--- src/rtl/prefetch_queue.sv ---
// Sequential instruction prefetch buffer: fetches into idle memory-port cycles and
// queues {pc, word} pairs in a DEPTH-entry FIFO; a redirect flushes and refetches.
module prefetch_queue #(
  parameter int          AW       = 8,
  parameter int          IW       = 15,
  parameter int          DEPTH    = 4,
  parameter int unsigned RESET_PC = 0
) (
  input  logic                         ph1,
  input  logic                         reset,
  input  logic                         fetch_en,
  input  logic                         core_mem,
  output logic                         fetch_req,
  output logic [AW-1:0]                fetch_adr,
  input  logic [IW-1:0]                mem_rdata,
  output logic                         instr_valid,
  output logic [IW-1:0]                instr,
  output logic [AW-1:0]                instr_pc,
  input  logic                         instr_ready,
  input  logic                         redirect,
  input  logic [AW-1:0]                redirect_pc,
  output logic [$clog2(DEPTH+1)-1:0]   count
);

  localparam int CW = $clog2(DEPTH + 1);
  localparam int PW = $clog2(DEPTH);

  logic [AW-1:0] pc_q, pc_d;
  logic [AW-1:0] pend_adr_q, pend_adr_d;
  logic [CW-1:0] count_q, count_d;
  logic          inflight_q, inflight_d;
  logic [PW-1:0] wr_ptr_q, wr_ptr_d;
  logic [PW-1:0] rd_ptr_q, rd_ptr_d;
  logic [AW-1:0] adr_q  [DEPTH];
  logic [IW-1:0] word_q [DEPTH];

  logic          push, pop;
  logic [CW:0]   slots_used;

  function automatic logic [PW-1:0] ptr_inc(input logic [PW-1:0] p);
    return (p == PW'(DEPTH - 1)) ? '0 : p + PW'(1);
  endfunction

  // An in-flight fetch already owns a slot, so a later push can never overflow.
  assign slots_used = {1'b0, count_q} + (CW+1)'(inflight_q);
  assign fetch_req  = reset & fetch_en & ~core_mem & ~redirect
                    & (slots_used < (CW+1)'(DEPTH));
  assign fetch_adr  = pc_q;

  assign push        = inflight_q & ~redirect;
  assign pop         = (count_q != '0) & instr_ready & ~redirect;
  assign instr_valid = (count_q != '0);
  assign instr       = word_q[rd_ptr_q];
  assign instr_pc    = adr_q[rd_ptr_q];
  assign count       = count_q;

  always_comb begin
    pc_d       = pc_q;
    pend_adr_d = pend_adr_q;
    count_d    = count_q;
    inflight_d = 1'b0;
    wr_ptr_d   = wr_ptr_q;
    rd_ptr_d   = rd_ptr_q;
    if (redirect) begin
      pc_d     = redirect_pc;
      count_d  = '0;
      wr_ptr_d = '0;
      rd_ptr_d = '0;
    end else begin
      inflight_d = fetch_req;
      if (fetch_req) begin
        pc_d       = pc_q + AW'(1);
        pend_adr_d = pc_q;
      end
      if (push) wr_ptr_d = ptr_inc(wr_ptr_q);
      if (pop)  rd_ptr_d = ptr_inc(rd_ptr_q);
      case ({push, pop})
        2'b10:   count_d = count_q + CW'(1);
        2'b01:   count_d = count_q - CW'(1);
        default: count_d = count_q;
      endcase
    end
  end

  always_ff @(posedge ph1 or negedge reset) begin
    if (!reset) begin
      pc_q       <= AW'(RESET_PC);
      pend_adr_q <= '0;
      count_q    <= '0;
      inflight_q <= 1'b0;
      wr_ptr_q   <= '0;
      rd_ptr_q   <= '0;
    end else begin
      pc_q       <= pc_d;
      pend_adr_q <= pend_adr_d;
      count_q    <= count_d;
      inflight_q <= inflight_d;
      wr_ptr_q   <= wr_ptr_d;
      rd_ptr_q   <= rd_ptr_d;
    end
  end

  always_ff @(posedge ph1 or negedge reset) begin
    if (!reset) begin
      for (int i = 0; i < DEPTH; i++) begin
        adr_q[i]  <= '0;
        word_q[i] <= '0;
      end
    end else if (push) begin
      adr_q[wr_ptr_q]  <= pend_adr_q;
      word_q[wr_ptr_q] <= mem_rdata;
    end
  end

endmodule

--- config.mk ---
export PLATFORM = sky130hd
export DESIGN_NAME = prefetch_queue
export DESIGN_NICKNAME = d
export VERILOG_FILES = /design/src/rtl/prefetch_queue.sv
export SDC_FILE = /design/constraint.sdc
export NUM_CORES = 1
export LEC_CHECK = 0
export BUFFER_PORTS_ARGS = -buffer_cell sky130_fd_sc_hd__clkbuf_2
export CORE_MARGIN = 10
export CORE_UTILIZATION = 50
export CTS_CLUSTER_SIZE = 8
export DETAILED_ROUTE_END_ITERATION = 8
export GPL_TIMING_DRIVEN = 0
export PLACE_DENSITY = 0.7
export SLEW_MARGIN = 20
export SYNTH_ARGS = -nofsm -noshare
export SYNTH_HDL_FRONTEND = slang
export SYNTH_SLANG_ARGS = --single-unit
--- constraint.sdc ---
create_clock -name ph1 -period 4.06 [get_ports ph1]
set_clock_uncertainty 0.05 [all_clocks]
set_input_delay 0.406 -clock ph1 [delete_from_list [all_inputs] [get_ports ph1]]
set_output_delay 0.406 -clock ph1 [all_outputs]
set_load 0.02 [all_outputs]
==> out/summary.txt <==
outcome - finished, final reports clean
full die area - 0.0158 mm^2
Final GP Congestion - 0.740
CP Data Arrival Time - 2.60 ns
uppermost routed layer - met4
Levels on crit path - 8
Yosys Warn Count - 0
pin count of the biggest net entering global routing - 85
hold_ws - 0.0583 ns
Leakage - 3.51 nW
PwrDens - 565 mW/mm^2
ANT nets after route - 0
total track usage - 0.150
Die Ht - 126 um
total CTS buffers - 17
Ports - 65
first-pass GRT wire length - 19.1 mm
CP max stage delay - 0.54 ns
Yosys reg bits - 116
FF-to-FF Start - count[1]
GR Overflow Total - 0
Critical Path End - fetch_req
vias in the first global route - 3473
period utilization - 0.752
CP Cell Sequence - dlygate4sd3_1, clkbuf_8, buf_16, and4bb_1, buf_4, nand2_4, nor2_8, clkbuf_2
number of synthesized flops with an enable pin - 0
register area share after synthesis - 0.519
CTS tree - built
WL met3 - 494 um
Switching Fraction - 0.274
critical path's top delay family - buffers and inverters
clock power share - 0.414
port bufs - 63
Pint - 2.77 mW
Final HPWL DP - 7.40 mm
Mapped Cells - 332
chip width - 126 um
CP Launch Type - primary input
worst vdd ir - 0.000342 V
reg-to-reg endpoint - count[2]
Gate power share - 0.213
Post-Syn Nets - 368
Max-slew headroom - 0.530
Resized cells post-CTS - 0
Reg clk slew, reported paths - 0.05 ns
setup_tns - 0 ns
# setup viols final - 0
Synth Flop Type - dfrtp_1
syn_area_per_cell - 16.8 um^2
post-DR wirelength/cell - 20.0 um
via/cell ratio - 5.46
Register-to-Register Path Depth - 6
worst-skew pair later-pin latency - 0.51 ns
share of layout cells above drive strength 1 - 0.566
placed cells - 536
Routed WL - 11.4 mm
via count - 3104
Max Fclk - 327 MHz
max-slew violations - 0
Max Cap Viol - 0
CP Max Fanout - 84
Psw - 1.05 mW
flop-to-flop setup slack - 1.98 ns
Clk Tree Root Cell - clkbuf_8
Crit Path Class - in2out
Final Critical Period - 3.05 ns
ys async rst share - 1.00
drt pass-1 iters - 4
Fin. Hold Viols - 0
DRC - 0
fin cells - 569
actual slew at the worst max-slew pin - 0.704 ns
Slowest cell on crit path - dlygate4sd3_1
met2 routed WL - 5.43 mm
Seq pwr share - 0.374
Netlist cell types - 32
core area - 0.0109 mm^2
synthesized cell area - 0.00559 mm^2
row cnt - 38
Worst Hold Class - in2reg
buffers plus inverters on the worst setup path - 5
Setup Fix Bufs, Post-CTS - 0
initial core utilization - 0.513
final net count - 452
RSZ-0062 raised after global routing - false
wl on met1 - 5.28 mm
Post-CTS Hold Fix Bufs - 1
Area Growth Syn to Fin - 20.8%
htree depth - 4
diodes inserted - 0
initial antenna violation count - 0
DRT iter0 DRCs - 186
CTS sink cnt - 116
Worst EP required - 3.60 ns
Clock Path Buffers - 2
Critical path origin - reset
critical path endpoint category - primary output
## metrics by stage
stage	worst slack (ns)	power [mW]	cell area (um^2)	util
6_report	1.01	3.82	6750	0.620
4_1_cts	0.959	3.86	6750	0.620
3_3_place_gp	-0.0473	2.24	6080	0.558
3_5_place_dp	1.55	2.27	6120	0.562
2_1_floorplan	2.04	1.99	5590	-
5_1_grt	0.828	3.99	6750	0.620
## cells in the mapped netlist, types with 5 or more instances
master,count,share of area
mux2_4,80,0.21
o21ai_0,6,0.0054
nand2_1,5,0.0034
nand2_4,5,0.010
mux4_2,23,0.093
mux2_2,23,0.046
dfrtp_1,116,0.52
xnor2_1,5,0.0078
nor2_1,7,0.0047
buf_6,9,0.018
ha_1,6,0.013
## how the worst min path moves through the flow
stage              startpoint  slack, ns      endpoint  depth (start not counted)
6_report       redirect_pc[1]       0.06  fetch_adr[1]                          3
5_1_grt        redirect_pc[0]       0.06  fetch_adr[0]                          3
4_1_cts        redirect_pc[0]       0.04  fetch_adr[0]                          3
3_5_place_dp            reset       0.28    word_q[53]                          1
3_3_place_gp         adr_q[7]       0.43      adr_q[7]                          1
2_1_floorplan           reset       0.06      adr_q[0]                          0
## worst reg2reg max path, cell delays in order (launching register included)
cell and delay [ns]:
dfrtp_1 0.47, o31ai_4 0.45, nor3_1 0.10, fa_1 0.40, nor3_1 0.24, o21ai_0 0.10
nor3b_1 0.14
## layer usage
metal,global-route usage,vias to the layer above
met2,0.227,68
met5,0,-
met1,0.199,1629
met4,0.0528,0
li1,-,1394
met3,0.0474,13
## kinds of logic (layout without fill, tap and decap cells)
kind of cell             Yosys count  after routing  synth area share
AND/OR/NAND/NOR                   41             41            0.0499
adder cells (fa/ha/maj)            7              7            0.0170
multiplexers                     130            130             0.361
AO/OA/AOI/OAI                      8              8            0.0101
flip-flops                       116            116             0.519
XOR/XNOR                           9              9            0.0141
buffers and inverters             21            118            0.0284
## registers in the layout (all words and copies together) (netlist names)
name and flops:
rd_ptr_q 2, count 3, adr_q 32, pend_adr_q 8, word_q 60, wr_ptr_q 2
fetch_adr 8, inflight_q 1
## power by group through the flow
stage               clock, mW  combinational (mW)  sequential, mW
floorplan                   0               0.573            1.42
global placement            0               0.807            1.43
detailed placement          0               0.829            1.44
CTS                      1.60               0.834            1.43
global route             1.66               0.880            1.45
finish                   1.58               0.812            1.43
## cell usage in the layout, fill, tap and decap left out, types with 5 or more instances in the layout
cell / netlist / routed
nor2_1: 7 / 7
ha_1: 6 / 6
clkbuf_2: 0 / 62
mux4_2: 23 / 23
nand2_4: 5 / 5
xnor2_1: 5 / 5
clkbuf_8: 0 / 6
o21ai_0: 6 / 6
dfrtp_1: 116 / 116
mux2_2: 23 / 23
clkbuf_16: 0 / 16
buf_6: 9 / 9
clkbuf_1: 4 / 7
mux2_4: 80 / 80
nand2_1: 5 / 5
## area by class of cell
cell class | count | area [um^2]
Timing Repair Buffer | 65 | 362
Buffer | 19 | 151
Clock buffer | 24 | 480
Fill cell | 835 | 4140
Sequential cell | 116 | 2900
Clock inverter | 8 | 146
Inverter | 2 | 7.51
Tap cell | 140 | 175
Multi-Input combinational cell | 195 | 2530
No activity file was read; power rests on OpenSTA's default activity.
